File: src/rtl/parity_frame_tx_if.sv
// Word-side handshake and serial-side signals of the parity frame transmitter.
// The producer (master) drives the word and valid; the transmitter (slave)
// returns ready plus the serial line and frame status.
interface parity_frame_tx_if #(
  parameter int DATA_W = 4
);
  logic [DATA_W-1:0] in_data;
  logic              in_valid;
  logic              in_ready;
  logic              tx_out;
  logic              busy;
  logic              frame_done;

  modport master (
    output in_data,
    output in_valid,
    input  in_ready,
    input  tx_out,
    input  busy,
    input  frame_done
  );

  modport slave (
    input  in_data,
    input  in_valid,
    output in_ready,
    output tx_out,
    output busy,
    output frame_done
  );
endinterface

File: src/rtl/parity_frame_tx.sv
// Serial frame transmitter: start bit, data LSB first, parity bit, stop bit.
// Each bit is held for CLKS_PER_BIT cycles. A word is accepted only in IDLE;
// every output is a register so the serial line never glitches.
module parity_frame_tx #(
  parameter int DATA_W       = 4,
  parameter int CLKS_PER_BIT = 4,
  parameter int ODD_PARITY   = 0
) (
  input  logic              clk,
  input  logic              rst_n,
  parity_frame_tx_if.slave  bus
);

  // Counter widths stay at least one bit wide so DATA_W=1 / CLKS_PER_BIT=1 work.
  localparam int CNT_W = (CLKS_PER_BIT > 1) ? $clog2(CLKS_PER_BIT) : 1;
  localparam int BIT_W = (DATA_W > 1) ? $clog2(DATA_W) : 1;

  localparam logic [CNT_W-1:0] CNT_LAST = CNT_W'(CLKS_PER_BIT - 1);
  localparam logic [BIT_W-1:0] BIT_LAST = BIT_W'(DATA_W - 1);

  // Seed for the parity reduction: 0 gives XOR (even), 1 gives XNOR (odd).
  localparam logic PAR_SEED = (ODD_PARITY != 0);

  typedef enum logic [2:0] {
    S_IDLE,
    S_START,
    S_DATA,
    S_PARITY,
    S_STOP
  } state_e;

  state_e            state_q,   state_d;
  logic [CNT_W-1:0]  cyc_cnt_q, cyc_cnt_d;
  logic [BIT_W-1:0]  bit_cnt_q, bit_cnt_d;
  logic [DATA_W-1:0] shift_q,   shift_d;
  logic              par_q,     par_d;
  logic              tx_q,      tx_d;
  logic              ready_q,   ready_d;
  logic              busy_q,    busy_d;
  logic              done_q,    done_d;

  logic accept;
  logic bit_end;

  assign accept  = bus.in_valid && ready_q;
  assign bit_end = (cyc_cnt_q == CNT_LAST);

  // Next-state, datapath and registered-output decode for the frame sequencer.
  // NOTE: every signal driven here gets a default first, so no path leaves one
  // unassigned and no latch is inferred.
  always_comb begin
    state_d   = state_q;
    cyc_cnt_d = cyc_cnt_q;
    bit_cnt_d = bit_cnt_q;
    shift_d   = shift_q;
    par_d     = par_q;
    tx_d      = tx_q;

    // The per-bit counter only runs while a frame is on the line.
    if (state_q != S_IDLE) begin
      cyc_cnt_d = bit_end ? '0 : cyc_cnt_q + CNT_W'(1);
    end

    unique case (state_q)
      S_IDLE: begin
        if (accept) begin
          state_d   = S_START;
          shift_d   = bus.in_data;
          par_d     = (^bus.in_data) ^ PAR_SEED;
          tx_d      = 1'b0;
          cyc_cnt_d = '0;
          bit_cnt_d = '0;
        end
      end

      S_START: begin
        if (bit_end) begin
          state_d = S_DATA;
          tx_d    = shift_q[0];
          shift_d = shift_q >> 1;
        end
      end

      S_DATA: begin
        if (bit_end) begin
          if (bit_cnt_q == BIT_LAST) begin
            state_d = S_PARITY;
            tx_d    = par_q;
          end else begin
            bit_cnt_d = bit_cnt_q + BIT_W'(1);
            tx_d      = shift_q[0];
            shift_d   = shift_q >> 1;
          end
        end
      end

      S_PARITY: begin
        if (bit_end) begin
          state_d = S_STOP;
          tx_d    = 1'b1;
        end
      end

      S_STOP: begin
        if (bit_end) begin
          state_d = S_IDLE;
          tx_d    = 1'b1;
        end
      end

      default: begin
        state_d = S_IDLE;
        tx_d    = 1'b1;
      end
    endcase

    // Status outputs are registered copies of what the next state implies.
    ready_d = (state_d == S_IDLE);
    busy_d  = (state_d != S_IDLE);
    // Flag the last cycle of the stop bit.
    done_d  = (state_d == S_STOP) && (cyc_cnt_d == CNT_LAST);
  end

  // State and output registers with synchronous active-low reset.
  // NOTE: sequential state uses non-blocking assignments so every register
  // samples the pre-edge values, independent of block evaluation order.
  always_ff @(posedge clk) begin
    if (!rst_n) begin
      state_q   <= S_IDLE;
      cyc_cnt_q <= '0;
      bit_cnt_q <= '0;
      shift_q   <= '0;
      par_q     <= 1'b0;
      tx_q      <= 1'b1;
      ready_q   <= 1'b1;
      busy_q    <= 1'b0;
      done_q    <= 1'b0;
    end else begin
      state_q   <= state_d;
      cyc_cnt_q <= cyc_cnt_d;
      bit_cnt_q <= bit_cnt_d;
      shift_q   <= shift_d;
      par_q     <= par_d;
      tx_q      <= tx_d;
      ready_q   <= ready_d;
      busy_q    <= busy_d;
      done_q    <= done_d;
    end
  end

  assign bus.in_ready   = ready_q;
  assign bus.tx_out     = tx_q;
  assign bus.busy       = busy_q;
  assign bus.frame_done = done_q;

endmodule

File: src/flat_wrapper.sv
// flat-port wrapper written by rule: the top's interface ports become plain ports
module parity_frame_tx_flat 
#(
  parameter int DATA_W       = 4,
  parameter int CLKS_PER_BIT = 4,
  parameter int ODD_PARITY   = 0
)
  (clk, rst_n, bus_in_data, bus_in_valid, bus_in_ready, bus_tx_out, bus_busy, bus_frame_done);
  parity_frame_tx_if #(.DATA_W(DATA_W)) bus_i ();
  input  logic clk;
  input  logic rst_n;
  input wire logic [$bits(bus_i.in_data)-1:0] bus_in_data;
  input wire logic [$bits(bus_i.in_valid)-1:0] bus_in_valid;
  output wire logic [$bits(bus_i.in_ready)-1:0] bus_in_ready;
  output wire logic [$bits(bus_i.tx_out)-1:0] bus_tx_out;
  output wire logic [$bits(bus_i.busy)-1:0] bus_busy;
  output wire logic [$bits(bus_i.frame_done)-1:0] bus_frame_done;
  assign bus_i.in_data = bus_in_data;
  assign bus_i.in_valid = bus_in_valid;
  assign bus_in_ready = bus_i.in_ready;
  assign bus_tx_out = bus_i.tx_out;
  assign bus_busy = bus_i.busy;
  assign bus_frame_done = bus_i.frame_done;
  parity_frame_tx #(.DATA_W(DATA_W), .CLKS_PER_BIT(CLKS_PER_BIT), .ODD_PARITY(ODD_PARITY)) u_core (.clk(clk), .rst_n(rst_n), .bus(bus_i));
endmodule
File: config.mk
export PLATFORM = sky130hd
export DESIGN_NAME = parity_frame_tx_flat
export DESIGN_NICKNAME = d
export VERILOG_FILES = /design/src/rtl/parity_frame_tx_if.sv /design/src/rtl/parity_frame_tx.sv /design/src/flat_wrapper.sv
export SDC_FILE = /design/constraint.sdc
export NUM_CORES = 1
export LEC_CHECK = 0
export CAP_MARGIN = 15
export CORE_MARGIN = 1.5
export CORE_UTILIZATION = 35
export DETAILED_ROUTE_END_ITERATION = 10
export PLACE_DENSITY = 0.65
export SLEW_MARGIN = 30
export SYNTH_ARGS = -nofsm -noshare
export SYNTH_HDL_FRONTEND = slang
export SYNTH_SLANG_ARGS = --single-unit
File: constraint.sdc
create_clock -name clk -period 1.5 [get_ports clk]
set_input_delay 0.3 -clock clk [delete_from_list [all_inputs] [get_ports clk]]
set_output_delay 0.3 -clock clk [all_outputs]
set_load 0.03 [all_outputs]
==> flow_summary.toml, run 1 <==
[floorplanning]
die_w_um = 53.1
die-area_mm2 = 0.00282
ios = 11
die_h_um = 53.1
rows = 17
core_mm2 = 0.00230
start_util_pct = 38.2

[worst_hold_path]
hp-class = "register to register"
hold_depth = 2

[critical_path]
start_kind = "register"
worst_ep_arrival_time_ns = 1.61
end_kind = "register"
r2r-start = "u_core.state_q[0]"
crit_end = "u_core.bit_cnt_q[1]"
rrSetupSlack_ns = 0.08
cp.required_ns = 1.69
reg2reg_depth = 4
r2r-end = "u_core.bit_cnt_q[1]"
crit_start = "u_core.state_q[0]"
critical_path.max_fanout = 12
critPathKind = "register to register"

[detailed_routing]
vias = 748
drc = 0
routed_wl_um = 1790
drt_iter0_drc = 11
first_pass_iters = 4
detail-route-antenna-nets = 0
vias_per_cell = 5.19
avgRoutedWirePerCell_um = 12.4

[grt]
grt.total_usage_pct = 15.0
gr-usage-met3_pct = 5.93
antenna_found_initial = 0
grt_pass1_wl_um = 2990
overflow = 0
grt_max_degree = 13
grt_pass1_vias = 716
busiest_layer = "met2"
gr-usage-met1_pct = 18.4
met2_usage_pct = 23.1

[timing]
fmax_ghz = 0.706
finalWorstSetupSlack_ns = 0.0830
slew_headroom_pct = 72.2
min_period_over_period_pct = 94.5
worstMarginPinSlew_ns = 0.414
slew_viol_final = 0
rsz0062_at_grt = "false"
holdWs_ns = 0.487
min_period_ns = 1.42
setup_violations = 0
hold_viol = 0
fin_skew_ns = 0.00687
setup_tns_ns = 0

[finish]
final_common_cell = "dfxtp_1"
drive_gt1_share_pct = 21.6
nets = 127
final_cell_mix = "dfxtp_1, nor2_1, buf_4"
final_core_util_pct = 48.1
stdcell_count = 144
syn_to_final_growth_pct = 26.1
fin_area_mm2 = 0.00111
diodes = 0

[clock_network]
clock_latency_ns = 0.29
htree_num_levels = 1
cts_sinks = 16
cts-root-buf = "clkbuf_4"
clockBufferDepth = 2
cts-buffers-inserted = 3
cts_tree = "yes"
clkTransAtPathRegs_ns = 0.10
post_cts_buffers = 0

[logic_synthesis]
synth-edff-count = 0
yosysSeqAreaShare_pct = 36.5
synth_top_cell_area_share_pct = 36.5
avgSynthCellArea_um2 = 9.04
synth_area_leaders = "dfxtp_1, mux2i_1, ha_1, nor2_1, xnor2_1"
synth-async-reset-ratio_pct = 0
synth.distinct_cells = 38
syn_nets = 107
yosysWarnings = 0
yosysTopAreaCell = "dfxtp_1"
ys.flop_type = "dfxtp_1"
synth_area_um2 = 877
syn_inst = 97
ys_seq_elements = 16

[power]
p_per_area_mw_per_mm2 = 844
vdd_drop_max_mv = 0.544
power.leakage_nw = 0.458
power.total_mw = 0.934

[placed_design]
place_inst = 140
io_buffers = 10
place_ws_ns = -0.0382
hpwl_um = 1340
placed_cell_area_mm2 = 0.00105
place.gp.congestion = 0.768

[status]
outcome = "finished clean"

[job]
maxCapViolations = 0
==> repair_timing <==
item / in CTS / in global routing
hold buffers: 0 / 0
resized for setup: 4 / 8
setup endpoints to repair: 4 / 7
==> sequential cells by signal, summed over array words and instances, names as in the netlist <==
name                   flops
u_core.bit_cnt_q           2
u_core.shift_q             4
u_core.bus.busy            1
u_core.bus.in_ready        1
u_core.bus.tx_out          1
u_core.bus.frame_done      1
u_core.state_q             3
u_core.par_q               1
u_core.cyc_cnt_q           2
==> cells by family (layout without fill, tap and decap cells) <==
| logic type | after synthesis | count (layout) | synth area share (%) |
|---|---|---|---|
| fa+ha+maj | 3 | 3 | 4.28 |
| simple gates | 37 | 37 | 22.8 |
| compound gates | 22 | 22 | 18.1 |
| xor+xnor | 5 | 5 | 4.99 |
| buf+inv | 7 | 26 | 5.14 |
| mux | 7 | 7 | 8.13 |
| flops | 16 | 16 | 36.5 |
==> routing by layer <==
layer / part of all wire [%] / vias to the layer above / wire length (um)
met3: 5.3 / 2 / 95
met2: 45 / 19 / 812
met4: 1.5 / 0 / 26
met5: 0 / - / 0
met1: 48 / 346 / 854
li1: - / 381 / -
==> worst max-delay path, cell delays in order (launching register included) <==
cell,delay [ns]
dfxtp_2,0.39
or3b_4,0.45
o22ai_2,0.21
mux2i_1,0.21
nor2b_1,0.06
==> Yosys cell counts, types with 2 or more instances <==
cell type / count
a21oi_1: 5
buf_6: 2
dfxtp_1: 16
ha_1: 3
inv_1: 3
mux2i_1: 6
nand2_1: 5
nand2b_1: 5
nand3_1: 2
nor2_1: 10
nor2b_1: 3
nor3_1: 3
o21a_1: 3
o31ai_1: 4
xnor2_1: 4
==> worst min-delay path by stage <==
stage,startpoint,endpoint
6_report,u_core.shift_q[3],u_core.shift_q[3]
5_1_grt,u_core.shift_q[3],u_core.shift_q[3]
4_1_cts,u_core.shift_q[3],u_core.shift_q[3]
3_5_place_dp,u_core.shift_q[3],u_core.shift_q[3]
3_3_place_gp,u_core.shift_q[3],u_core.shift_q[3]
2_1_floorplan,rst_n,u_core.state_q[2]
==> report_power, final <==
group          switching [mW]  internal [mW]
logic                  0.0863         0.0884
clock network           0.136          0.148
registers              0.0228          0.452
==> layout make-up <==
class,instances,area (um2)
Timing Repair Buffer,19,163
Clock buffer,4,36.3
Fill cell,239,1190
Multi-Input combinational cell,74,537
Sequential cell,16,324
Inverter,3,11.3
Tap cell,28,35.0
Power figures use the tool's default switching activity.
==> inputs of run 2 (changes only) <==
--- a/config.mk
+++ b/config.mk
@@ -9,7 +9,8 @@
 export CORE_MARGIN = 1.5
 export CORE_UTILIZATION = 35
 export DETAILED_ROUTE_END_ITERATION = 10
-export PLACE_DENSITY = 0.65
+export GPL_ROUTABILITY_DRIVEN = 0
+export PLACE_DENSITY = 0.63
 export SLEW_MARGIN = 30
 export SYNTH_ARGS = -nofsm -noshare
 export SYNTH_HDL_FRONTEND = slang
==> constraint.sdc (replaced) <==
create_clock -name clk -period 1.8 [get_ports clk]
set_input_delay 0.36 -clock clk [delete_from_list [all_inputs] [get_ports clk]]
set_output_delay 0.36 -clock clk [all_outputs]
set_load 0.03 [all_outputs]
==> flow_summary.toml, run 2 (synthesis results as in run 1) <==
[finish]
final.fill_count = 233
drive_gt1_share_pct = 11.7
diodes = 0
top_register = "u_core.shift_q"
multi_input_area_um2 = 512
final_common_cell = "dfxtp_1"
final_core_util_pct = 45.5
syn_to_final_growth_pct = 19.1
fin_area_mm2 = 0.00104
nets = 122
largest_reg_flops = 4
seqCellArea_um2 = 320
reg_top3 = "u_core.shift_q: 4 flops, u_core.state_q: 3 flops"
final_cell_mix = "dfxtp_1, nor2_1, clkdlybuf4s50_1"

[detailed_routing]
vias = 730
drc = 0
avgRoutedWirePerCell_um = 12.4
routed_wl_um = 1730
vias_per_cell = 5.25
first_pass_iters = 4
detail-route-antenna-nets = 0
drt_iter0_drc = 11

[grt]
grt_pass1_vias = 736
grt_pass1_wl_um = 3030
overflow = 0
grt_max_degree = 13
antenna_found_initial = 0
grt.total_usage_pct = 15.1

[status]
outcome = "finished clean"

[power]
switching_share_pct = 26.5
clkPwrFrac_pct = 31.0
power.total_mw = 0.781
power.internal_mw = 0.574
power.leakage_nw = 0.425
vdd_drop_max_mv = 0.396
switchingPower_mw = 0.207
combPwrFrac_pct = 18.5
seq_power_share_pct = 50.5
p_per_area_mw_per_mm2 = 748

[placed_design]
placed_cell_area_mm2 = 0.00101
hpwl_um = 1330
place_ws_ns = 0.227
io_buffers = 10

[floorplanning]
start_util_pct = 38.2
core_mm2 = 0.00230
rows = 17
die_w_um = 53.1
die_h_um = 53.1
die-area_mm2 = 0.00282
ios = 11

[clock_network]
post_cts_buffers = 0
cts_resized = 0
cts-buffers-inserted = 3
cts_tree = "yes"
cts-root-buf = "clkbuf_4"
clkTransAtPathRegs_ns = 0.10
cts_hold_buffers = 0
clock_latency_ns = 0.30
cts_sinks = 16
htree_num_levels = 1
clockBufferDepth = 2

[critical_path]
critPathKind = "register to primary output"
end_kind = "primary output"
crit_start = "u_core.bus.in_ready"
cp_num_buf_inv = 1
path_depth = 1
reg2reg_depth = 4
worst_ep_arrival_time_ns = 1.34
cp_slowest_stage_delay_ns = 0.67
rrSetupSlack_ns = 0.24
r2r-start = "u_core.state_q[1]"
cp_cell_sequence = "clkdlybuf4s50_1"
cp_top_family = "buffers and inverters"
critical_path.max_fanout = 3
cp.required_ns = 1.44
r2r-end = "u_core.shift_q[3]"
cp_slowest_cell = "clkdlybuf4s50_1"
start_kind = "register"
crit_end = "bus_in_ready"

[timing]
slew_headroom_pct = 73.9
fmax_ghz = 0.589
finalWorstSetupSlack_ns = 0.102
min_period_ns = 1.70
setup_violations = 0
rsz0062_at_grt = "false"
fin_skew_ns = 0.0110
hold_viol = 0
slew_viol_final = 0
setup_tns_ns = 0
min_period_over_period_pct = 94.3
worstMarginPinSlew_ns = 0.389

[worst_hold_path]
hp-class = "register to register"

[job]
maxCapViolations = 0
-- run 2: cell types whose count changed in the layout (fill, tap and decap cells not counted), sizes merged --
cell,change
buf,-5
clkdlybuf4s50,+4
dlygate4sd2,-4
-- run 2: how the worst min path moves through the flow --
stage	startpoint	end	slack (ns)	depth (start not counted)
after global placement	u_core.shift_q[3]	u_core.shift_q[3]	0.45	2
after floorplan	u_core.shift_q[3]	u_core.shift_q[3]	0.43	2
final	u_core.shift_q[3]	u_core.shift_q[3]	0.47	2
after detailed placement	u_core.shift_q[3]	u_core.shift_q[3]	0.47	2
after global routing	u_core.shift_q[3]	u_core.shift_q[3]	0.49	2
after CTS	u_core.shift_q[3]	u_core.shift_q[3]	0.48	2
-- run 2: layout make-up --
class                      count  share of cell area (%)
timing repair buffer          14                    12.5
clock buffer                   4                    3.47
inverter                       3                    1.08
multi-input combinational     74                    49.0
tap                           28                    3.35
sequential                    16                    30.7
-- run 2: power by group through the flow --
stage	logic, mW	registers [mW]	clock network (mW)
final	0.145	0.395	0.242
after CTS	0.145	0.395	0.252
after floorplan	0.0881	0.409	0
after global routing	0.158	0.400	0.268
after global placement	0.143	0.403	0
after detailed placement	0.144	0.404	0
-- run 2: layer usage --
| metal | vias up | share of wire, % | GRT usage (%) |
|---|---|---|---|
| met2 | 15 | 46 | 25.6 |
| met5 | - | 0 | 0 |
| li1 | 373 | - | - |
| met3 | 4 | 5.8 | 5.93 |
| met4 | 0 | 1.8 | 7.69 |
| met1 | 338 | 46 | 15.9 |
-- run 2: tightest hold or removal path: stages, from the launching register on --
cell     delay, ns
dfxtp_1       0.32
nand2_1       0.06
mux2i_1       0.05
-- run 2: through the flow --
step	std cells	hold WS [ns]
finish	139	0.474
detailed placement	135	0.467
CTS	139	0.480
global route	139	0.495
global placement	135	0.454
floorplan	97	0.434
==> inputs of run 3 (changes only) <==
--- a/config.mk
+++ b/config.mk
@@ -10,7 +10,7 @@
 export CORE_UTILIZATION = 35
 export DETAILED_ROUTE_END_ITERATION = 10
 export GPL_ROUTABILITY_DRIVEN = 0
-export PLACE_DENSITY = 0.63
+export PLACE_DENSITY_LB_ADDON = 0.25
 export SLEW_MARGIN = 30
 export SYNTH_ARGS = -nofsm -noshare
 export SYNTH_HDL_FRONTEND = slang
==> flow_summary.toml, run 3 (synthesis results as in run 1) <==
[placed_design]
hpwl_um = 1250
placed_cell_area_mm2 = 0.00100
place_inst = 134
io_buffers = 10

[timing]
setup_tns_ns = 0
setup_violations = 0
slew_viol_final = 0
slew_headroom_pct = 72.8
fin_skew_ns = 0.00238
min_period_ns = 1.69
hold_viol = 0
min_period_over_period_pct = 93.9
worstMarginPinSlew_ns = 0.405
fmax_ghz = 0.592
rsz0062_at_grt = "false"

[finish]
top_register = "u_core.shift_q"
final_core_util_pct = 45.2
diodes = 0
stdcell_count = 138
largest_reg_flops = 4
drive_gt1_share_pct = 10.9
nets = 121
final_cell_mix = "dfxtp_1, nor2_1, clkdlybuf4s50_1"
reg_top3 = "u_core.shift_q: 4 flops, u_core.state_q: 3 flops"
final_common_cell = "dfxtp_1"
syn_to_final_growth_pct = 18.3
fin_area_mm2 = 0.00104

[clock_network]
cts_resized = 0
clockBufferDepth = 2
cts-root-buf = "clkbuf_4"
cts-buffers-inserted = 3
cts_sinks = 16
htree_num_levels = 1
cts_tree = "yes"
cts_hold_buffers = 0
clock_latency_ns = 0.30
post_cts_buffers = 0
clkTransAtPathRegs_ns = 0.10

[worst_hold_path]
hp-class = "register to register"
hold_depth = 2

[grt]
grt_max_degree = 13
grt_pass1_vias = 621
antenna_found_initial = 0
grt_pass1_wl_um = 2820
grt.total_usage_pct = 14.1
overflow = 0

[detailed_routing]
drt_iter0_drc = 17
detail-route-antenna-nets = 0
routed_wl_um = 1740
vias_per_cell = 5.12
drc = 0
avgRoutedWirePerCell_um = 12.6
first_pass_iters = 4
vias = 706

[critical_path]
cp_top_family = "buffers and inverters"
end_kind = "primary output"
worst_ep_arrival_time_ns = 1.33
start_kind = "register"
cp_slowest_stage_delay_ns = 0.67
cp_cell_sequence = "clkdlybuf4s50_1"
critical_path.max_fanout = 3
cp.required_ns = 1.44
cp_slowest_cell = "clkdlybuf4s50_1"
cp_num_buf_inv = 1
reg2reg_depth = 4
critPathKind = "register to primary output"
path_depth = 1

[floorplanning]
ios = 11
die_w_um = 53.1
die_h_um = 53.1
rows = 17
start_util_pct = 38.2
core_mm2 = 0.00230
die-area_mm2 = 0.00282

[power]
power.total_mw = 0.788
vdd_drop_max_mv = 0.488
power.leakage_nw = 0.421
p_per_area_mw_per_mm2 = 759

[job]
maxCapViolations = 0

[status]
outcome = "finished clean"
-- run 3: final cells by class --
class / instances / area [um2]
Tap cell: 28 / 35.0
Sequential cell: 16 / 320
Clock buffer: 4 / 36.3
Fill cell: 226 / 1260
Multi-Input combinational cell: 74 / 512
Inverter: 3 / 11.3
Timing Repair Buffer: 13 / 123
-- run 3: worst paths after layout --
| path | slack, ns | from | to |
|---|---|---|---|
| min reg2reg | 0.47 | u_core.shift_q[3] | u_core.shift_q[3] |
| min | 0.47 | u_core.shift_q[3] | u_core.shift_q[3] |
| max reg2reg | 0.24 | u_core.state_q[0] | u_core.shift_q[3] |
| max | 0.11 | u_core.bus.in_ready | bus_in_ready |
-- run 3: routing by layer --
metal	routed length (um)	global-route usage, %	vias up
met4	12	2.56	0
met3	66	5.93	2
li1	-	-	368
met5	0	0	-
met1	889	18.4	327
met2	770	21.7	9
-- run 3: per-stage QoR --
step	setup slack, ns	hold slack [ns]
final	0.110	0.471
after CTS	0.102	0.473
after global routing	0.0460	0.508
after detailed placement	0.197	0.458
after global placement	0.237	0.447
after floorplan	0.400	0.434
-- run 3: where the power goes --
part,internal [mW],switching (mW),total (mW)
clock,0.123,0.127,0.250
combinational,0.0733,0.0694,0.143
sequential,0.376,0.0184,0.395
total,0.573,0.215,0.788
